===== src/rtl/fe_pkg.sv =====
`default_nettype none
// ============================================================================
// Module      : fe_pkg
// Description : Shared front-end types for the multi-cycle RV32I(+MUL) core.
// Revision    : 1.0 - initial release
// ============================================================================
package fe_pkg;

    typedef enum logic [6:0] {
        R_TYPE       = 7'b0110011,
        I_TYPE       = 7'b0010011,
        I_LOAD_TYPE  = 7'b0000011,
        I_JALR_TYPE  = 7'b1100111,
        I_ENV_TYPE   = 7'b1110011,
        S_TYPE       = 7'b0100011,
        B_TYPE       = 7'b1100011,
        U_LUI_TYPE   = 7'b0110111,
        U_AUIPC_TYPE = 7'b0010111,
        J_TYPE       = 7'b1101111
    } RV32I_OPCODE_t;

    typedef enum logic [1:0] {
        PC_PLUS_4   = 2'd0,
        PC_PLUS_IMM = 2'd1,
        ALU_OUT     = 2'd2
    } PC_INPUT_SELECTOR_t;

    typedef enum logic [2:0] {
        IDLE      = 3'd0,
        FETCH     = 3'd1,
        DECODE    = 3'd2,
        EXECUTE   = 3'd3,
        MEM       = 3'd4,
        WRITEBACK = 3'd5,
        TRAP      = 3'd6
    } CTRL_STATE_t;

    localparam logic [6:0] c_funct7_base = 7'b0000000;
    localparam logic [6:0] c_funct7_alt  = 7'b0100000;
    localparam logic [6:0] c_mul_funct7  = 7'b0000001;

    function automatic logic is_legal_opcode(input logic [6:0] op);
        logic legal;
        legal = 1'b0;
        case (op)
            R_TYPE, I_TYPE, I_LOAD_TYPE, I_JALR_TYPE, I_ENV_TYPE,
            S_TYPE, B_TYPE, U_LUI_TYPE, U_AUIPC_TYPE, J_TYPE: legal = 1'b1;
            default: legal = 1'b0;
        endcase
        return legal;
    endfunction

endpackage
`default_nettype wire


===== src/rtl/mc_wait_counter.sv =====
`default_nettype none
// ============================================================================
// Module      : mc_wait_counter
// Description : Saturating up-counter with clear, enable and terminal compare.
// Revision    : 1.0 - initial release
// ============================================================================
module mc_wait_counter #(
    parameter int LAST = 1
) (
    input  logic clk,
    input  logic rst,
    input  logic i_clear,
    input  logic i_enable,
    output logic o_done
);

    localparam int c_width = (LAST < 1) ? 1 : $clog2(LAST + 1);
    localparam logic [c_width-1:0] c_last = c_width'(LAST);

    logic [c_width-1:0] r_count;

    // Holds at the terminal value instead of wrapping.
    always_ff @(posedge clk or posedge rst) begin
        if (rst) begin
            r_count <= '0;
        end else if (i_clear) begin
            r_count <= '0;
        end else if (i_enable && (r_count != c_last)) begin
            r_count <= r_count + 1'b1;
        end
    end

    assign o_done = (r_count == c_last);

endmodule
`default_nettype wire


===== src/rtl/mc_control_unit.sv =====
`default_nettype none
// ============================================================================
// Module      : mc_control_unit
// Description : Multi-cycle FETCH/DECODE/EXECUTE/MEM/WRITEBACK control FSM.
// Revision    : 1.0 - initial release
// ============================================================================
module mc_control_unit
    import fe_pkg::*;
#(
    parameter int MUL_LATENCY    = 3,
    parameter int TIMEOUT_CYCLES = 15
) (
    input  logic       clk,
    input  logic       rst,
    input  logic       run_i,
    input  logic [6:0] opcode_i,
    input  logic [2:0] funct3_i,
    input  logic [6:0] funct7_i,
    input  logic       mem_ready_i,
    output logic       mem_req_o,
    output logic       mem_we_o,
    output logic       mem_is_fetch_o,
    output logic       ir_write_o,
    output logic       pc_write_o,
    output logic       branch_o,
    output logic [1:0] pc_sel_o,
    output logic       reg_write_o,
    output logic [2:0] state_o,
    output logic       illegal_o,
    output logic       bus_err_o,
    output logic       halt_o
);

    CTRL_STATE_t        r_state;
    CTRL_STATE_t        w_state_next;
    PC_INPUT_SELECTOR_t w_pc_sel;
    logic r_illegal, r_bus_err, r_halt;
    logic w_set_illegal, w_set_bus_err, w_set_halt;
    logic w_mem_phase, w_is_mul, w_is_store, w_bad_funct7, w_exec_last;
    logic w_state_change, w_timeout_last, w_mul_last;
    logic w_unused_funct3;

    // funct3 only selects ALU/memory variants in the datapath.
    assign w_unused_funct3 = ^funct3_i;

    assign w_mem_phase  = (r_state == FETCH) || (r_state == MEM);
    assign w_is_mul     = (opcode_i == R_TYPE) && (funct7_i == c_mul_funct7);
    assign w_is_store   = (opcode_i == S_TYPE);
    assign w_bad_funct7 = (opcode_i == R_TYPE) && (funct7_i != c_funct7_base)
                          && (funct7_i != c_funct7_alt) && (funct7_i != c_mul_funct7);
    assign w_exec_last  = !w_is_mul || w_mul_last;

    // Any transition restarts both counters, so each FETCH/MEM/EXECUTE visit starts at 0.
    assign w_state_change = (w_state_next != r_state);

    mc_wait_counter #(.LAST(TIMEOUT_CYCLES - 1)) u_timeout_cnt (
        .clk      (clk),
        .rst      (rst),
        .i_clear  (w_state_change),
        .i_enable (w_mem_phase && !mem_ready_i),
        .o_done   (w_timeout_last)
    );

    mc_wait_counter #(.LAST(MUL_LATENCY - 1)) u_mul_cnt (
        .clk      (clk),
        .rst      (rst),
        .i_clear  (w_state_change),
        .i_enable ((r_state == EXECUTE) && w_is_mul),
        .o_done   (w_mul_last)
    );

    always_ff @(posedge clk or posedge rst) begin
        if (rst) begin
            r_state   <= IDLE;
            r_illegal <= 1'b0;
            r_bus_err <= 1'b0;
            r_halt    <= 1'b0;
        end else begin
            r_state <= w_state_next;
            if (w_set_illegal) r_illegal <= 1'b1;
            if (w_set_bus_err) r_bus_err <= 1'b1;
            if (w_set_halt)    r_halt    <= 1'b1;
        end
    end

    always_comb begin
        w_state_next   = r_state;
        mem_req_o      = 1'b0;
        mem_we_o       = 1'b0;
        mem_is_fetch_o = 1'b0;
        ir_write_o     = 1'b0;
        pc_write_o     = 1'b0;
        branch_o       = 1'b0;
        reg_write_o    = 1'b0;
        w_pc_sel       = PC_PLUS_4;
        w_set_illegal  = 1'b0;
        w_set_bus_err  = 1'b0;
        w_set_halt     = 1'b0;

        case (r_state)
            IDLE: begin
                if (run_i) w_state_next = FETCH;
            end
            FETCH: begin
                mem_req_o      = 1'b1;
                mem_is_fetch_o = 1'b1;
                if (mem_ready_i) begin
                    ir_write_o   = 1'b1;
                    pc_write_o   = 1'b1;
                    w_state_next = DECODE;
                end else if (w_timeout_last) begin
                    w_set_bus_err = 1'b1;
                    w_state_next  = TRAP;
                end
            end
            DECODE: begin
                if (!is_legal_opcode(opcode_i) || w_bad_funct7) begin
                    w_set_illegal = 1'b1;
                    w_state_next  = TRAP;
                end else if (opcode_i == I_ENV_TYPE) begin
                    w_set_halt   = 1'b1;
                    w_state_next = TRAP;
                end else begin
                    w_state_next = EXECUTE;
                end
            end
            EXECUTE: begin
                // Multiplies stay here until the latency counter reaches its end.
                if (w_exec_last) begin
                    case (opcode_i)
                        I_LOAD_TYPE, S_TYPE: w_state_next = MEM;
                        B_TYPE: begin
                            branch_o     = 1'b1;
                            w_pc_sel     = PC_PLUS_IMM;
                            w_state_next = FETCH;
                        end
                        J_TYPE: begin
                            pc_write_o   = 1'b1;
                            w_pc_sel     = PC_PLUS_IMM;
                            w_state_next = WRITEBACK;
                        end
                        I_JALR_TYPE: begin
                            pc_write_o   = 1'b1;
                            w_pc_sel     = ALU_OUT;
                            w_state_next = WRITEBACK;
                        end
                        default: w_state_next = WRITEBACK;
                    endcase
                end
            end
            MEM: begin
                mem_req_o = 1'b1;
                mem_we_o  = w_is_store;
                if (mem_ready_i) begin
                    w_state_next = w_is_store ? FETCH : WRITEBACK;
                end else if (w_timeout_last) begin
                    w_set_bus_err = 1'b1;
                    w_state_next  = TRAP;
                end
            end
            WRITEBACK: begin
                reg_write_o  = 1'b1;
                w_state_next = FETCH;
            end
            TRAP: begin
                w_state_next = TRAP;
            end
            default: w_state_next = IDLE;
        endcase
    end

    assign pc_sel_o  = w_pc_sel;
    assign state_o   = r_state;
    assign illegal_o = r_illegal;
    assign bus_err_o = r_bus_err;
    assign halt_o    = r_halt;

endmodule
`default_nettype wire


===== config.mk =====
export PLATFORM = sky130hd
export DESIGN_NAME = mc_control_unit
export DESIGN_NICKNAME = d
export VERILOG_FILES = /design/src/rtl/fe_pkg.sv /design/src/rtl/mc_wait_counter.sv /design/src/rtl/mc_control_unit.sv
export SDC_FILE = /design/constraint.sdc
export NUM_CORES = 1
export LEC_CHECK = 0
export CORE_AREA = 5 5 61 63
export CTS_BUF_LIST = sky130_fd_sc_hd__clkbuf_8
export CTS_CLUSTER_DIAMETER = 60
export DETAILED_ROUTE_END_ITERATION = 12
export DIE_AREA = 0 0 66 68
export SYNTH_ARGS = -nofsm -noshare
export SYNTH_HDL_FRONTEND = slang
export SYNTH_SLANG_ARGS = --single-unit
export TNS_END_PERCENT = 5

===== constraint.sdc =====
create_clock -name clk -period 5.15 [get_ports clk]
set_input_delay 1.2875 -clock clk [delete_from_list [all_inputs] [get_ports clk]]
set_output_delay 1.2875 -clock clk [all_outputs]
set_load 0.02 [all_outputs]

======== Word level (Yosys, flattened, before mapping) ========
Cells that the tools add are included.
word-level totals
  bits in registers ....................... 12
  output and inout bits ................... 15
  input bits .............................. 21
  logic and storage cells ................. 94
operators by class
  eq/ne operators ......................... 24
  $add $sub $neg .......................... 2
  reductions and logical operators ........ 23
  mux-type cells .......................... 39
operator list
  kind                                            number
  == test 7 bit (second input constant)           4
  two-way mux 3 bit                               8
  == test 7 x 6 -> 1 bit (second input constant)  3
  two-way mux 1 bit                               21
  one-hot mux 3 bit (7 select lines)              1
  == test 7 x 5 -> 1 bit (second input constant)  2
  OR reduction 10 bit                             1
  == test 3 bit (second input constant)           3
  logical AND 1 bit                               8
  two-way mux 2 bit                               4
  two-way mux 4 bit                               2
  OR reduction 2 bit                              4
  == test 7 x 1 -> 1 bit (second input constant)  1
  == test 7 x 2 -> 1 bit (second input constant)  1
  != test 7 x 1 -> 1 bit (second input constant)  1
  != test 7 x 6 -> 1 bit (second input constant)  1
  nonzero test 7 bit                              1
  == test 3 x 2 -> 1 bit (second input constant)  2
  one-hot mux 3 bit (2 select lines)              1
  adder 4 x 1 -> 4 bit (second input constant)    1
  == test 4 bit (second input constant)           1
  != test 4 bit (second input constant)           1
  one-hot mux 2 bit (2 select lines)              1
  nonzero test 2 bit                              2
  9 further kinds                                 13

======== Depth between registers and ports, before layout ========
Gate-level depths: netlist of the first run.
  word-level depth ........................ 10
  depth in mapped cells ................... 7
  gate-level depth less buffers ........... 7

======== Cells and area by module ========
A second synthesis of the first run with hierarchy kept.
unflattened totals
  cell total of the unflattened synthesis .. 122
  area, all modules ....................... 1016.0 µm²
modules (own cells, without submodules)
  module                           area an instance (µm²)  cells each  instances  seq. area each (µm²)
  mc_control_unit                  666.9                   87          1          150.1
  mc_wait_counter (u_timeout_cnt)  215.2                   23          1          100.1
  mc_wait_counter (u_mul_cnt)      133.9                   12          1          50.0

======== Worst setup path before layout of the first run ========
No wires, ideal clock.
  path kind ............................... input port to output port
  start point ............................. input port opcode_i[3]
  end point ............................... output port mem_we_o
  path buffers ............................ 0
  arrival ................................. 2149 ps
  path slack .............................. 1714 ps
  data required time ...................... 3863 ps
  stages on the path ...................... 4
  cells stage by stage .................... nand4bb_4 nor3_1 nand2_1 nor2_1
between the ends
  cells in the longest elaborated chain, start to end .. 2
RTL lines
  element                 RTL line                source
  start: declaration      mc_control_unit.sv:16   input logic [6:0] opcode_i,
  == test 7 x 6 -> 1 bit  mc_control_unit.sv:48   assign w_is_store = (opcode_i == S_TYPE);
  two-way mux 1 bit       mc_control_unit.sv:100  case (r_state)
  end: declaration        mc_control_unit.sv:21   output logic mem_we_o,
Every way passes these cells.

======== Worst setup path after layout of the first run ========
Same ends and word-level chain as after synthesis.

==> flow_summary.json, run 1 <==
{
  "clock_sinks": 12,
  "ant_nets": 0,
  "period_share_pct": 87.41,
  "worst_slack_ns": 0.6483,
  "maxSlewViolCount": 0,
  "htree_levels": 1,
  "syn_inst": 112,
  "synth-edff-count": 0,
  "antenna_cells": 0,
  "ys_ff_latch": 12,
  "fp.dieH_um": 68,
  "final.min_clock_period_ns": 4.502,
  "startpoint_type": "primary input",
  "grt_antenna_before_repair": 0,
  "fillCellCount": 323,
  "finalSetupViolCount": 0,
  "avgRoutedWirePerCell_um": 14.28,
  "cts_resized": 0,
  "cts.clk_slew.worst_paths_ns": 0.05,
  "maxCapViolCount": 0,
  "start_util_pct": 33.14,
  "synth-main-ff-cell": "dfrtp_1",
  "placementRows": 21,
  "synth_most_common_cell": "dfrtp_1",
  "synth_cell_type_count": 44,
  "synthesis.nets": 136,
  "synth_top_area_share_pct": 28.50,
  "fin_skew_ns": 0.004275,
  "via_count": 961,
  "grt_max_degree": 17,
  "max_freq_mhz": 222.1,
  "power.leakage_nw": 0.5221,
  "area_delta_synth_final_pct": 37.77,
  "cts-root-buf": "clkbuf_8",
  "post_cts_buffers": 0,
  "end_kind": "output pin",
  "drc_errors": 0,
  "place.detailed.hpwl_um": 2163,
  "die_x_um": 66,
  "first_pass_iters": 4,
  "cp_max_fo": 7,
  "drive_gt1_share_pct": 11.81,
  "insertion_delay_ns": 0.24,
  "synth_top_area_cell": "dfrtp_1",
  "hold_slack_ns": 0.4611,
  "path_class": "in -> out",
  "cts.path.max_buffers": 2,
  "finalSetupTns_ns": 0,
  "nNetsFinal": 170,
  "stdcell_count": 190,
  "synth_warnings": 0,
  "pre_cts_slack_ns": 0.6406,
  "synth_async_sr_flop_share_pct": 100.0,
  "worstPathRequired_ns": 3.86,
  "cts-buffers-inserted": 3,
  "io_pins": 36,
  "crit_arrival_ns": 3.21,
  "ys_top_cells_by_count": "dfrtp_1 (12), nor2_1 (9), nand2_1 (8), nor3_1 (8), inv_1 (7)",
  "ir_worst_vdd_mv": 0.2526,
  "grt_pass1_vias": 983,
  "tightest_slew_ns": 0.5082,
  "io_buffers": 32,
  "ys_seq_area_share_pct": 28.50,
  "via_per_inst": 5.058,
  "final_util_pct": 45.65,
  "core_um2": 3179,
  "relSlewSlack_pct": 66.12,
  "routabilityCongestion": 0.7952,
  "synth.avg_cell_area_um2": 9.406,
  "die-area_um2": 4488,
  "grt_overflow": 0,
  "cts_hold_buf": 0,
  "outcome": "finished clean",
  "grt_first_pass_wirelength_um": 4554,
  "rsz0062_at_grt": "false",
  "grt_use_total_pct": 13.03,
  "drt-total-wl_um": 2714,
  "hold_viol": 0,
  "dp.cells": 187,
  "synthTopCellsByArea": "dfrtp_1 (29%), nor3_1 (3.8%), ha_1 (3.6%)",
  "power_density_nw_per_um2": 404.3,
  "hold_class": "reg -> reg",
  "drtIter0Drc": 12,
  "cts_tree": "built",
  "synth_area_um2": 1054
}
power breakdown:
group / internal [W] / leakage [nW] / switching (W)
sequential: 0.000114 / 0.155 / 0.0000538
combinational: 0.000160 / 0.346 / 0.000174
clock: 0.0000515 / 0.0216 / 0.0000336
total: 0.000326 / 0.522 / 0.000261
state kept, by name, indices dropped and copies added (netlist names):
name	count
u_timeout_cnt.r_count	4
state_o	3
illegal_o	1
u_mul_cnt.r_count	2
bus_err_o	1
halt_o	1
final cells by class:
cell class | instances | area (um^2) | area share [%]
Multi-Input combinational cell | 90 | 705.7 | 48.62
Tap cell | 46 | 57.56 | 3.966
Sequential cell | 12 | 300.3 | 20.69
Timing Repair Buffer | 32 | 320.3 | 22.07
Inverter | 7 | 26.28 | 1.810
Clock buffer | 3 | 41.29 | 2.845
cells in the final DEF (no fill, tap or decap), types with 3 or more instances in the layout:
cell             count
nor3b_1              4
dfrtp_1             12
nand3_1              5
nand2_1              8
nor3_1               8
ha_1                 3
xnor2_1              3
clkbuf_8             3
nand3b_1             3
nor2_1               9
clkdlybuf4s50_1     32
inv_1                7
a21oi_1              5
a31oi_1              4
critical path, cell delays in order:
cell and delay, ns:
clkdlybuf4s50_1 0.49, nand4bb_4 0.34, nor3_1 0.30, nand2_1 0.09, nor2_1 0.09, clkdlybuf4s50_1 0.62
through the flow:
stage | total power [W] | instance area, um^2
finish | 0.0005867 | 1451
global route | 0.0006296 | 1451
CTS | 0.0005932 | 1451
detailed placement | 0.0005048 | 1410
global placement | 0.0005025 | 1410
floorplan | 0.0003965 | 1054
final timing paths:
check,slack [ns],startpoint,endpoint,cells past startpoint
setup / recovery,0.65,opcode_i[3],mem_we_o,6
hold / removal,0.46,bus_err_o,bus_err_o,1
setup reg to reg,3.09,state_o[1],u_mul_cnt.r_count[0],5
hold reg to reg,0.46,bus_err_o,bus_err_o,1
max in group asynchronous,3.48,rst,u_timeout_cnt.r_count[3],2
min in group asynchronous,1.36,rst,bus_err_o,2
cells by family (layout without fill, tap and decap cells):
group                    count (synthesis)  after routing  synth area share (%)
AND/OR/NAND/NOR                         57             57                 36.58
AO/OA/AOI/OAI                           24             24                 21.14
flip-flops                              12             12                 28.50
buffers and inverters                   10             42                 4.513
XOR/XNOR                                 6              6                 5.702
adder cells (fa/ha/maj)                  3              3                 3.563
routing by layer:
layer	share of wire, %	wire length [um]	global-route usage, %
met1	44	1184	14.67
met2	49	1324	23.90
met3	6.9	188	4.269
met4	0.59	16	3.046
met5	0	0	0
(Power assumes the default switching activity.)
==> inputs of run 2 (changes only) <==
Settings changed: CORE_AREA 5 5 61 63 to 5 5 84 47, DIE_AREA 0 0 66 68 to 0 0 89 52, TNS_END_PERCENT 5 to 20.
==> flow_summary.json, run 2 (same netlist as run 1, synthesis figures left out) <==
{
  "area_delta_synth_final_pct": 38.60,
  "max_freq_mhz": 219.3,
  "timing.rr.start": "state_o[1]",
  "reg2reg_to": "u_mul_cnt.r_count[1]",
  "path_class": "in -> out",
  "reg2reg_slack_ns": 3.06,
  "hold_viol": 0,
  "fp.dieH_um": 52,
  "detailed_place.area_um2": 1405,
  "place.detailed.hpwl_um": 2344,
  "cts.clk_slew.worst_paths_ns": 0.05,
  "final_cell_mix": "clkdlybuf4s50_1 (32), dfrtp_1 (12), nor2_1 (9)",
  "grt_first_pass_wirelength_um": 4816,
  "first_pass_iters": 4,
  "placementRows": 15,
  "p_comb_share_pct": 55.5,
  "routabilityCongestion": 0.8201,
  "rsz0062_at_grt": "false",
  "switchingPower_w": 0.0002693,
  "ant_nets": 0,
  "period_share_pct": 88.53,
  "htree_levels": 1,
  "grt_overflow": 0,
  "die_x_um": 89,
  "post_cts_buffers": 0,
  "cts.path.max_buffers": 2,
  "cts_hold_buf": 0,
  "io_buffers": 32,
  "seqPwrFrac_pct": 27.4,
  "insertion_delay_ns": 0.24,
  "reg2regPathDepth": 5,
  "worst_slack_ns": 0.5905,
  "power_density_nw_per_um2": 418.7,
  "drc_errors": 0,
  "grt_use_total_pct": 13.74,
  "p_clk_share_pct": 17.0,
  "finalSetupViolCount": 0,
  "tightest_slew_ns": 0.4898,
  "drtIter0Drc": 49,
  "startpoint_type": "primary input",
  "finalSetupTns_ns": 0,
  "power.leakage_nw": 0.5293,
  "largest_register_ffs": 4,
  "cp_max_fo": 7,
  "cts_resized": 0,
  "cts-buffers-inserted": 3,
  "end_kind": "output pin",
  "avgRoutedWirePerCell_um": 15.67,
  "intPower_w": 0.0003421,
  "cts-root-buf": "clkbuf_8",
  "drive_gt1_share_pct": 12.41,
  "grt_pass1_vias": 965,
  "crit_arrival_ns": 3.27,
  "grt_max_degree": 17,
  "core_um2": 3209,
  "sw_frac_of_total_pct": 44.04,
  "design_area_um2": 1460,
  "antenna_cells": 0,
  "grt_antenna_before_repair": 0,
  "ir_worst_vdd_mv": 0.2136,
  "relSlewSlack_pct": 67.07,
  "holdPathStages": 1,
  "final_common_cell": "clkdlybuf4s50_1",
  "fin_skew_ns": 0.003458,
  "cts_tree": "built",
  "holdPathEnd": "bus_err_o",
  "maxSlewViolCount": 0,
  "worstPathRequired_ns": 3.86,
  "io_pins": 36,
  "hp-start": "bus_err_o",
  "via_per_inst": 5.417,
  "nNetsFinal": 170,
  "final.min_clock_period_ns": 4.559,
  "drt-total-wl_um": 2931,
  "start_util_pct": 32.83,
  "clock_sinks": 12,
  "pre_cts_slack_ns": 0.5886,
  "outcome": "finished clean",
  "die-area_um2": 4628,
  "hold_class": "reg -> reg",
  "regMostFlops": "u_timeout_cnt.r_count",
  "maxCapViolCount": 0,
  "via_count": 1013
}
-- run 2: cell types whose count changed in the layout (fill, tap and decap cells not counted), sizes merged --
cell,change
clkbuf,+1
-- run 2: cell type report --
cell class              count  area (um^2)
well taps                  42        52.55
inverters                   7        26.28
flip-flops and latches     12        300.3
repair buffers             32        320.3
multi-input cells          90        705.7
clock buffers               4        55.05
fillers                   306         1749
-- run 2: metrics by stage --
stage,hold slack (ns),total power (W),util (%),cells
after floorplan,0.5387,0.0003965,-,112
after global placement,0.4530,0.0005036,43.78,183
after detailed placement,0.4576,0.0005067,43.78,183
after CTS,0.4740,0.0006132,45.50,187
after global routing,0.4982,0.0006513,45.50,187
final,0.4728,0.0006114,45.50,187
-- run 2: worst max-delay path, stage by stage --
cell and delay, ns:
clkdlybuf4s50_1 0.50, nand4bb_4 0.34, nor3_1 0.32, nand2_1 0.10, nor2_1 0.11, clkdlybuf4s50_1 0.61
-- run 2: layer usage --
metal / part of all wire [%] / GRT usage, % / vias to the layer above
li1: - / - / 487
met1: 53 / 20.65 / 481
met2: 39 / 18.84 / 37
met3: 7.0 / 4.747 / 8
met4: 1.1 / 2.228 / 0
met5: 0 / 0 / -
-- run 2: how the worst max path moves through the flow --
stage | depth (start not counted) | to | startpoint | slack (ns)
2_1_floorplan | 4 | mem_we_o | opcode_i[3] | 1.71
3_3_place_gp | 6 | mem_we_o | opcode_i[3] | 0.64
3_5_place_dp | 6 | mem_we_o | opcode_i[3] | 0.59
4_1_cts | 6 | mem_we_o | opcode_i[3] | 0.59
5_1_grt | 6 | mem_we_o | opcode_i[3] | 0.45
6_report | 6 | mem_we_o | opcode_i[3] | 0.59
-- run 2: power by group through the flow --
stage | clock network, W | registers [W] | logic (W)
2_1_floorplan | 0 | 0.000152 | 0.000244
3_3_place_gp | 0 | 0.000168 | 0.000335
3_5_place_dp | 0 | 0.000168 | 0.000338
4_1_cts | 0.000107 | 0.000167 | 0.000340
5_1_grt | 0.000113 | 0.000175 | 0.000363
6_report | 0.000104 | 0.000168 | 0.000340
==> inputs of run 3 (changes only) <==
Settings changed: CORE_AREA 5 5 84 47 to 2 2 81 44, DIE_AREA 0 0 89 52 to 0 0 83 46, DONT_BUFFER_PORTS set to 1, TNS_END_PERCENT 20 to 5.
==> flow_summary.json, run 3 (same netlist as run 1, synthesis figures left out) <==
{
  "outcome": "finished clean",
  "placementRows": 15,
  "finalSetupTns_ns": 0,
  "clock_sinks": 12,
  "grt_antenna_before_repair": 0,
  "stdcell_count": 155,
  "place.detailed.hpwl_um": 2188,
  "sw_frac_of_total_pct": 47.59,
  "routabilityCongestion": 0.7843,
  "start_util_pct": 32.83,
  "cp_cell_sequence": "nor3b_1 > and2_1 > o21bai_1",
  "hold_viol": 0,
  "intPower_w": 0.0002802,
  "grt_max_degree": 17,
  "final_cell_mix": "dfrtp_1 (12), nor2_1 (9), nand2_1 (8), nor3_1 (8), inv_1 (7)",
  "p_total_w": 0.0005347,
  "nNetsFinal": 138,
  "path_class": "reg -> out",
  "final_common_cell": "dfrtp_1",
  "largest_register_ffs": 4,
  "antenna_cells": 0,
  "relSlewSlack_pct": 51.57,
  "post_cts_buffers": 0,
  "finalSetupViolCount": 0,
  "insertion_delay_ns": 0.25,
  "fin_skew_ns": 0.007250,
  "p_clk_share_pct": 19.7,
  "period_share_pct": 71.00,
  "drive_gt1_share_pct": 15.93,
  "grt_first_pass_wirelength_um": 4533,
  "hold_class": "reg -> reg",
  "power_density_nw_per_um2": 469.1,
  "cp_max_fo": 14,
  "cts_resized": 0,
  "drc_errors": 0,
  "switchingPower_w": 0.0002544,
  "cts.clk_slew.worst_paths_ns": 0.06,
  "area_delta_synth_final_pct": 8.195,
  "ir_worst_vdd_mv": 0.1965,
  "final.min_clock_period_ns": 3.656,
  "cts_hold_buf": 0,
  "fp.dieH_um": 46,
  "cts_tree": "built",
  "end_kind": "output pin",
  "cpPeakStageDelay_ns": 0.76,
  "maxCapViolCount": 0,
  "htree_levels": 1,
  "tightest_slew_ns": 0.7248,
  "die_x_um": 83,
  "via_count": 923,
  "avgRoutedWirePerCell_um": 17.80,
  "max_freq_mhz": 273.5,
  "worstPathRequired_ns": 3.86,
  "ant_nets": 0,
  "die-area_um2": 3818,
  "io_pins": 36,
  "drtIter0Drc": 64,
  "core_um2": 3209,
  "regMostFlops": "u_timeout_cnt.r_count",
  "cts-root-buf": "clkbuf_8",
  "via_per_inst": 5.955,
  "first_pass_iters": 4,
  "cts-buffers-inserted": 3,
  "cts.path.max_buffers": 2,
  "startpoint_type": "flop",
  "slowest_stage": "dfrtp_1",
  "dp.cells": 151,
  "io_buffers": 0,
  "maxSlewViolCount": 0,
  "fillCellCount": 329,
  "pre_cts_slack_ns": 1.558,
  "grt_pass1_vias": 882,
  "crit_arrival_ns": 2.37,
  "p_comb_share_pct": 45.4,
  "worst_slack_ns": 1.494,
  "grt_overflow": 0,
  "drt-total-wl_um": 2759,
  "grt_use_total_pct": 15.92,
  "seqPwrFrac_pct": 34.9,
  "rsz0062_at_grt": "false",
  "power.leakage_nw": 0.4083
}
[run 3: changes by cell type in the layout (fill, tap and decap cells not counted)]
cell	change
clkdlybuf4s50_1	-32
[run 3: area by class of cell]
cell class                      count  area [um^2]  area share, %
Multi-Input combinational cell     90        705.7          61.91
Inverter                            7        26.28          2.305
Tap cell                           42        52.55          4.610
Clock buffer                        4        55.05          4.830
Sequential cell                    12        300.3          26.34
[run 3: worst max-delay path: cells and delay by family, from the launching register on]
| kind | cells | cell delay, ns |
|---|---|---|
| simple gates | 2 | 1.08 |
| flops | 1 | 0.76 |
| compound gates | 1 | 0.29 |
[run 3: power by group through the flow]
stage	Combinational, W	Sequential [W]	Clock [W]
5_1_grt	0.000271	0.000194	0.000114
4_1_cts	0.000244	0.000185	0.000107
3_5_place_dp	0.000242	0.000187	0
2_1_floorplan	0.000244	0.000152	0
6_report	0.000243	0.000187	0.000105
3_3_place_gp	0.000241	0.000186	0
[run 3: metrics by stage]
stage	instance area, um^2	utilization (%)	hold WS [ns]
6_report	1140	35.52	0.6195
5_1_grt	1140	35.52	0.6481
4_1_cts	1140	35.52	0.6199
3_5_place_dp	1085	33.80	0.6016
3_3_place_gp	1085	33.80	0.5776
2_1_floorplan	1054	-	0.5387
[run 3: worst paths after layout]
| kind | slack (ns) | startpoint | cells after the start | end |
|---|---|---|---|---|
| max | 1.49 | state_o[0] | 3 | pc_write_o |
| min | 0.62 | halt_o | 1 | halt_o |
| max reg2reg | 2.92 | state_o[0] | 5 | u_mul_cnt.r_count[1] |
| min reg2reg | 0.62 | halt_o | 1 | halt_o |
| max in group asynchronous | 3.90 | rst | 1 | u_timeout_cnt.r_count[1] |
| min in group asynchronous | 0.93 | rst | 1 | state_o[2] |
[run 3: per-layer routing]
metal / vias up / routed length, um / GRT usage (%)
li1: 420 / - / -
met1: 451 / 1297 / 20.98
met2: 50 / 1054 / 22.26
met3: 2 / 398 / 10.33
met4: 0 / 8 / 1.967
met5: - / 0 / 0
